$ cat config.mk
export PLATFORM = sky130hd
export DESIGN_NAME = inst_cache
export DESIGN_NICKNAME = d
export VERILOG_FILES = /design/src/rtl/inst_cache.sv
export SDC_FILE = /design/constraint.sdc
export NUM_CORES = 1
export LEC_CHECK = 0
export BUFFER_PORTS_ARGS = -buffer_cell sky130_fd_sc_hd__clkbuf_2
export CAP_MARGIN = 25
export CORE_ASPECT_RATIO = 1.25
export CORE_UTILIZATION = 50
export DETAILED_ROUTE_END_ITERATION = 7
export GPL_ROUTABILITY_DRIVEN = 0
export PLACE_DENSITY_LB_ADDON = 0.25
export SLEW_MARGIN = 30
export SYNTH_ARGS = -nofsm -noshare
export SYNTH_HDL_FRONTEND = slang
export SYNTH_SLANG_ARGS = --single-unit
$ cat constraint.sdc
create_clock -name clk -period 2.95 [get_ports clk]
set_clock_uncertainty 0.1 [all_clocks]
set_input_delay 0.1475 -clock clk [delete_from_list [all_inputs] [get_ports clk]]
set_output_delay 0.1475 -clock clk [all_outputs]
set_load 0.01 [all_outputs]
$ cat src/rtl/inst_cache.sv
// Direct-mapped instruction cache with zero-latency hits and a WORDS_PER_LINE-cycle line refill.
// Define INST_CACHE_PERF_CNT_EN to add the hit_cnt / miss_cnt performance counter outputs.
module inst_cache #(
  parameter int NUM_LINES      = 8,
  parameter int WORDS_PER_LINE = 4
) (
  input  logic        clk,
  input  logic        rst_n,
  input  logic        cpu_req,
  input  logic [31:0] cpu_addr,
  output logic [31:0] cpu_instr,
  output logic        cpu_stall,
  input  logic        flush,
  output logic        mem_rd,
  output logic [31:0] mem_addr,
  input  logic [31:0] mem_rdata
`ifdef INST_CACHE_PERF_CNT_EN
  ,
  output logic [31:0] hit_cnt,
  output logic [31:0] miss_cnt
`endif
);

  localparam int OFF_W = $clog2(WORDS_PER_LINE);
  localparam int IDX_W = $clog2(NUM_LINES);
  localparam int TAG_W = 32 - 2 - OFF_W - IDX_W;
  localparam logic [OFF_W-1:0] LAST_WORD = OFF_W'(WORDS_PER_LINE - 1);

  typedef enum logic {IDLE, REFILL} state_e;

  state_e                 state_q, state_d;
  logic [NUM_LINES-1:0]   valid_q, valid_d;
  logic [OFF_W-1:0]       cnt_q, cnt_d;
  logic [TAG_W-1:0]       tag_q, tag_d;
  logic [IDX_W-1:0]       idx_q, idx_d;

  logic [31:0]            data_q [NUM_LINES][WORDS_PER_LINE];
  logic [TAG_W-1:0]       tags_q [NUM_LINES];

  logic [OFF_W-1:0]       req_off;
  logic [IDX_W-1:0]       req_idx;
  logic [TAG_W-1:0]       req_tag;
  logic                   lookup_hit;
  logic                   hit_evt, miss_evt, fill_we, fill_last;
  logic [1:0]             unused_byte_off;

  assign req_off         = cpu_addr[OFF_W+1:2];
  assign req_idx         = cpu_addr[IDX_W+OFF_W+1:OFF_W+2];
  assign req_tag         = cpu_addr[31:IDX_W+OFF_W+2];
  assign unused_byte_off = cpu_addr[1:0];
  assign lookup_hit      = valid_q[req_idx] && (tags_q[req_idx] == req_tag);

  // NOTE: every signal driven here gets a default first, so no path can leave one
  // unassigned and infer a latch.
  always_comb begin
    state_d   = state_q;
    valid_d   = valid_q;
    cnt_d     = cnt_q;
    tag_d     = tag_q;
    idx_d     = idx_q;
    cpu_stall = 1'b0;
    cpu_instr = '0;
    mem_rd    = 1'b0;
    mem_addr  = '0;
    hit_evt   = 1'b0;
    miss_evt  = 1'b0;
    fill_we   = 1'b0;
    fill_last = 1'b0;

    if (flush) begin
      // Flush wins over any lookup or refill in progress.
      valid_d   = '0;
      state_d   = IDLE;
      cpu_stall = 1'b1;
    end else begin
      case (state_q)
        IDLE: begin
          if (cpu_req) begin
            if (lookup_hit) begin
              cpu_instr = data_q[req_idx][req_off];
              hit_evt   = 1'b1;
            end else begin
              cpu_stall = 1'b1;
              miss_evt  = 1'b1;
              tag_d     = req_tag;
              idx_d     = req_idx;
              cnt_d     = '0;
              state_d   = REFILL;
            end
          end
        end
        REFILL: begin
          cpu_stall = 1'b1;
          mem_rd    = 1'b1;
          mem_addr  = {tag_q, idx_q, cnt_q, 2'b00};
          fill_we   = 1'b1;
          cnt_d     = cnt_q + OFF_W'(1);
          if (cnt_q == LAST_WORD) begin
            fill_last       = 1'b1;
            valid_d[idx_q]  = 1'b1;
            state_d         = IDLE;
          end
        end
      endcase
    end

    // Outputs stay quiet while reset is held, whatever state is left over.
    if (!rst_n) begin
      cpu_stall = 1'b0;
      cpu_instr = '0;
      mem_rd    = 1'b0;
      mem_addr  = '0;
      hit_evt   = 1'b0;
      miss_evt  = 1'b0;
      fill_we   = 1'b0;
      fill_last = 1'b0;
    end
  end

  // NOTE: sequential state uses non-blocking assignments so every register samples
  // the pre-edge values regardless of statement order.
  always_ff @(posedge clk) begin
    if (!rst_n) begin
      state_q <= IDLE;
      valid_q <= '0;
      cnt_q   <= '0;
      tag_q   <= '0;
      idx_q   <= '0;
    end else begin
      state_q <= state_d;
      valid_q <= valid_d;
      cnt_q   <= cnt_d;
      tag_q   <= tag_d;
      idx_q   <= idx_d;
    end
  end

  // NOTE: data and tag arrays carry no reset; the valid bits alone decide whether
  // their contents are ever used.
  always_ff @(posedge clk) begin
    if (fill_we) data_q[idx_q][cnt_q] <= mem_rdata;
    if (fill_last) tags_q[idx_q] <= tag_q;
  end

`ifdef INST_CACHE_PERF_CNT_EN
  logic [31:0] hit_cnt_q, miss_cnt_q;

  always_ff @(posedge clk) begin
    if (!rst_n) begin
      hit_cnt_q  <= '0;
      miss_cnt_q <= '0;
    end else begin
      if (hit_evt)  hit_cnt_q  <= hit_cnt_q + 32'd1;
      if (miss_evt) miss_cnt_q <= miss_cnt_q + 32'd1;
    end
  end

  assign hit_cnt  = hit_cnt_q;
  assign miss_cnt = miss_cnt_q;
`else
  logic unused_evt;
  assign unused_evt = hit_evt ^ miss_evt;
`endif

endmodule
==> results_dict.tcl, run 1 <==
set metrics [dict create \
    postRouteAntennaNets 0 \
    vias 23200 \
    combinationalPowerShare_pct 4.5 \
    place_area_um2 52000 \
    clk_pin_slew_worst_paths_ns 0.07 \
    cp-start-kind "flip-flop" \
    htree_levels 3 \
    cts-root-buf "clkbuf_16" \
    syn_inst 2130 \
    yosysWarnings 0 \
    power.density_nw_per_um2 643 \
    multi_input_area_um2 11100 \
    viasPerCell 6.09 \
    violations "negative setup slack" \
    die_y_um 351 \
    worstPathRequired_ns 2.70 \
    grt_pass1_vias 24200 \
    grt_pass1_wl_mm 165 \
    synth_seq_cells 1263 \
    n_fill_cell 6848 \
    worst_slack_ns -1.14 \
    min_path_type "input port to flip-flop" \
    p_seq_share_pct 53.9 \
    numCtsBuffers 115 \
    fin_tns_setup_ns -35.75 \
    clock_sinks 1263 \
    rows 127 \
    io_buffers 129 \
    yosysTopAreaCell "edfxtp_1" \
    grt_remaining_overflow 0 \
    cts_tree "done" \
    synth_area_um2 48800 \
    final_area_um2 56900 \
    start_util_pct 50.6 \
    drc 0 \
    switchingPower_mw 7.47 \
    synthArstFlopShare_pct 0 \
    core_um2 96300 \
    r2r-end "tag_q[9]" \
    layout-drive-gt1-share_pct 33.8 \
    switching_share_pct 20.4 \
    hpwl_mm 58.5 \
    die_width_um 281 \
    drt_iter0_drc 2548 \
    total_power_mw 36.6 \
    area_growth_pct 16.7 \
    fmax_mhz 245 \
    avgSynthCellArea_um2 22.9 \
    yosysSeqAreaShare_pct 77.0 \
    reg2regPathDepth 10 \
    fin_crit_ns 4.09 \
    critPathKind "flip-flop to output pin" \
    antenna_found_initial 2 \
    ys.flop_type "edfxtp_1" \
    crit_arrival_ns 3.84 \
    clk_latency_ns 0.70 \
    r2r-start "tags_q[7][19]" \
    dr.pass1.iters 5 \
    slowest_delay_ns 0.52 \
    die-area_um2 98800 \
    cp-end-kind "output pin" \
    routedWlPerCell_um 29.8 \
    min_path_cells 4 \
    crit_path_max_fanout 7 \
    cp_slowest_cell "or4b_4" \
    slew_violations 0 \
    worst_slew_pin_slew_ns 0.900 \
    nets 2501 \
    io_pins 134 \
    worstHoldStart "rst_n" \
    path_depth 11 \
    status "complete, but fails checks" \
    synthTopCellsByCount "edfxtp_1, mux4_2, mux2i_1" \
    r2r_slack_ns 0.03 \
    p_leak_nw 18.6 \
    min_period_over_period_pct 139 \
    synth_cell_types 48 \
    drv_cap 0 \
    crit_chain "mux4_2 > mux2i_1 > xor2_1 > nand4_1 > nor4_4 > nand4_1 > or4b_4 > buf_12 > buf_12 > nor2_4 > clkbuf_2" \
    ir_drop_uv 688 \
    synth_edf_count 1224 \
    synth_area_leaders "edfxtp_1, mux4_2, mux2i_1" \
    yosysMostFrequentCell "edfxtp_1" \
    pwr-share-clk_pct 41.6 \
    setup_violations 33 \
    routed_wl_mm 114 \
    holdPathEnd "tag_q[6]" \
    cp_num_buf_inv 3 \
    synth_top_area_share_pct 75.4 \
    ff_latch_area_um2 37500 \
    p_int_mw 29.1 \
    grt_start_max_net_pins 129 \
    grtUsageTotal_pct 23.6 \
    path_delay_family "simple AND/OR/NAND/NOR gates" \
    clk_path_buf_depth 3 \
    hold_viol_final 0 \
    relSlewSlack_pct 40.0 \
    rsz0062_at_grt "true" \
]
-- through the flow --
stage | hold WS, ns | std cells | setup slack, ns | util, %
6_report | 0.0488 | 3817 | -1.14 | 59.1
5_1_grt | 0.0464 | 3817 | -1.18 | 59.1
4_1_cts | 0.0000407 | 3814 | -1.18 | 58.9
3_5_place_dp | 0.321 | 3535 | -0.908 | 54.0
3_3_place_gp | 0.313 | 3535 | -0.891 | 54.0
2_1_floorplan | 0.146 | 2131 | -0.366 | -
-- logic make-up after synthesis --
group	synth area share, %
compound gates	0.667
flops	77.0
buf+inv	1.29
fa+ha+maj	0.103
xor+xnor	0.323
other cells	0.00769
simple gates	1.97
mux	18.7
-- area by class of cell --
type                            count  share of cell area (%)
Multi-Input combinational cell    742                    19.5
Tap cell                         1290                    2.84
Sequential cell                  1263                    65.9
Timing Repair Buffer              303                    4.88
Clock inverter                     80                    1.42
Inverter                            4                  0.0264
Clock buffer                      134                    5.41
Antenna cell                        1                 0.00440
-- power groups by stage --
stage	Combinational (mW)	Sequential, mW	Clock, mW
6_report	1.64	19.7	15.2
5_1_grt	1.75	19.7	16.1
4_1_cts	1.64	19.7	15.5
3_5_place_dp	1.55	20.1	0
3_3_place_gp	1.52	20.1	0
2_1_floorplan	0.985	20.1	0
-- metal layers --
metal / share of wire (%) / up-vias / global-route usage (%)
met5: 0.0088 / - / 0
met4: 2.6 / 2 / 7.08
met3: 7.6 / 204 / 4.28
met2: 50 / 982 / 38.7
met1: 40 / 12400 / 32.6
li1: - / 9599 / -
-- worst register-to-register path: cells and delay by family, from the launching register on --
kind / cells / cell delay, ns
AND/OR/NAND/NOR: 3 / 0.79
XOR/XNOR: 1 / 0.30
buffers and inverters: 2 / 0.32
AO/OA/AOI/OAI: 1 / 0.17
multiplexers: 3 / 0.82
flip-flops: 1 / 0.37
-- placed cells by master (no fill, tap or decap), types with 37 or more instances in the layout --
master	count
dlygate4sd3_1	61
edfxtp_1	1224
dfxtp_1	39
mux2i_1	113
buf_12	37
buf_4	74
mux4_2	350
nand2_1	67
clkbuf_2	98
nor2_4	56
clkbuf_16	119
-- sequential cells by signal (all words and copies together) (netlist names) --
signal and count:
data_q 1024, tags_q 200, tag_q 25, valid_q 8
idx_q 3, cnt_q 2, state_q 1
-- worst max-delay path by stage --
stage / from / endpoint / slack [ns]
finish: tags_q[7][19] / cpu_instr[24] / -1.14
global route: tags_q[5][19] / cpu_instr[27] / -1.18
CTS: tags_q[7][19] / cpu_instr[27] / -1.18
detailed placement: cpu_addr[4] / cpu_instr[18] / -0.91
global placement: cpu_addr[4] / cpu_instr[18] / -0.89
floorplan: rst_n / data_q[7][0] / -0.37
-- repair_timing --
action,CTS,global route
buffers inserted,3,1
endpoints found under the setup margin,33,35
resized for setup,55,52
hold buffers,61,0
endpoints found under the hold margin,959,0
cloned,1,2
pin swaps,16,21
(Power assumes the default switching activity.)
==> inputs of run 2 (changes only) <==
==> constraint.sdc (replaced) <==
create_clock -name clk -period 4.5 [get_ports clk]
set_clock_uncertainty 0.1 [all_clocks]
set_input_delay 0.225 -clock clk [delete_from_list [all_inputs] [get_ports clk]]
set_output_delay 0.225 -clock clk [all_outputs]
set_load 0.01 [all_outputs]
==> run 2 against run 1 <==
  * The run now ends clean
  * Global-route usage decreased by 1.4 points
  * Die area unchanged
  * Largest power group unchanged
  * Clock power down 37%
==> results_dict.tcl, run 2 (synthesized netlist as in run 1, its figures left out) <==
set metrics [dict create \
    grt_pass1_wl_mm 157 \
    antenna_found_initial 5 \
    rows 127 \
    clk_path_buf_depth 3 \
    core_um2 96300 \
    ir_drop_uv 371 \
    grt_start_max_net_pins 142 \
    crit_path_max_fanout 32 \
    drc 0 \
    viasPerCell 5.97 \
    worst_slew_pin_slew_ns 1.01 \
    numCtsBuffers 116 \
    slew_violations 0 \
    top_register "data_q" \
    cp-end-kind "output pin" \
    grt_pass1_vias 23800 \
    r2r-end "tag_q[18]" \
    drv_cap 0 \
    crit_arrival_ns 3.89 \
    worst_slack_ns 0.284 \
    setup_violations 0 \
    n_fill_cell 6947 \
    io_buffers 129 \
    switching_share_pct 20.2 \
    fin_tns_setup_ns 0 \
    critPathCapture "cpu_instr[30]" \
    die_width_um 281 \
    p_seq_share_pct 54.9 \
    io_pins 134 \
    start_util_pct 50.6 \
    cts_tree "done" \
    routedWlPerCell_um 28.3 \
    clk_pin_slew_worst_paths_ns 0.06 \
    switchingPower_mw 4.75 \
    r2r-start "tags_q[7][21]" \
    cts-root-buf "clkbuf_16" \
    rsz0062_at_grt "false" \
    combinationalPowerShare_pct 4.3 \
    pwr-share-clk_pct 40.9 \
    layout_common_cells "edfxtp_1, mux4_2, clkbuf_2" \
    fin_crit_ns 4.22 \
    layout.cells.most_common "edfxtp_1" \
    critPathKind "flip-flop to output pin" \
    layout-drive-gt1-share_pct 31.1 \
    clock_sinks 1263 \
    hpwl_mm 56.9 \
    routed_wl_mm 106 \
    grtUsageTotal_pct 22.2 \
    nets 2443 \
    area_growth_pct 14.3 \
    grt_remaining_overflow 0 \
    die-area_um2 98800 \
    postRouteAntennaNets 0 \
    fmax_mhz 237 \
    largest_registers "data_q x1024, tags_q x200, tag_q x25" \
    htree_levels 3 \
    cp-start-kind "flip-flop" \
    p_leak_nw 18.1 \
    power.density_nw_per_um2 423 \
    crit_start "tags_q[3][10]" \
    status "finished clean" \
    die_y_um 351 \
    p_int_mw 18.8 \
    vias 22400 \
    min_period_over_period_pct 93.7 \
    drt_iter0_drc 2266 \
    reg2regPathDepth 10 \
    min_path_type "input port to flip-flop" \
    hold_viol_final 0 \
    r2r_slack_ns 1.36 \
    dp_slack_ns 0.479 \
    dr.pass1.iters 5 \
    worstPathRequired_ns 4.18 \
    clk_latency_ns 0.72 \
    largest_reg_flops 1024 \
    relSlewSlack_pct 32.6 \
]
-- run 2: worst max-delay path: stages (launching register included) --
cell and delay (ns):
edfxtp_1 0.37, mux4_2 0.47, mux2i_1 0.18, xor2_1 0.18
nand4_1 0.21, nor4_2 0.36, nand4_1 0.11, or4b_2 0.66
buf_12 0.21, nor2_1 0.16, buf_4 0.13, clkbuf_2 0.13
-- run 2: area by class of cell --
cell class	instances	area, um^2	area share, %
clock buffer	150	3130	5.62
tap	1290	1610	2.90
sequential	1263	37500	67.3
inverter	4	15.0	0.0269
timing repair buffer	244	1950	3.49
clock inverter	60	611	1.10
antenna	3	7.51	0.0135
multi-input combinational	742	10900	19.5
-- run 2: worst min-delay path by stage --
stage,from,endpoint,slack [ns],depth (start not counted)
after CTS,mem_rdata[4],data_q[2][100],0.003,1
after global routing,mem_rdata[6],data_q[5][6],0.07,1
after floorplan,mem_rdata[0],data_q[0][0],0.22,0
after detailed placement,valid_q[6],valid_q[6],0.34,1
final,mem_rdata[6],data_q[5][6],0.05,1
after global placement,valid_q[2],valid_q[2],0.33,1
-- run 2: through the flow --
step           instances  hold WS [ns]  utilization, %  cell area [um^2]  power (mW)
6_report            3756        0.0482            57.9             55700        23.6
5_1_grt             3756        0.0701            57.9             55700        24.2
4_1_cts             3752       0.00297            57.8             55700        23.8
3_5_place_dp        3502         0.336            53.5             51500        14.2
3_3_place_gp        3502         0.328            53.5             51500        14.1
2_1_floorplan       2131         0.224               -             48800        13.8
-- run 2: metal layers --
metal	up-vias	share of wire, %	GRT usage, %
met2	779	51	37.5
li1	9450	-	-
met1	12000	40	29.8
met4	2	2.6	7.04
met3	169	6.2	3.45
met5	-	0.016	0
-- run 2: power by group through the flow --
stage                     sequential (mW)  clock [mW]  combinational, mW
after floorplan                      13.2           0              0.644
after global placement               13.2           0              0.954
after detailed placement             13.2           0              0.980
after CTS                            12.9        9.80               1.01
after global routing                 12.9        10.2               1.08
final                                12.9        9.64               1.00
-- run 2: timing repair --
item | 4_1_cts | 5_1_grt
setup buffers | 0 | 0
hold endpoints to repair | 221 | 0
hold buffers | 40 | 0
setup endpoints to repair | 0 | 26
resized for setup | 0 | 5
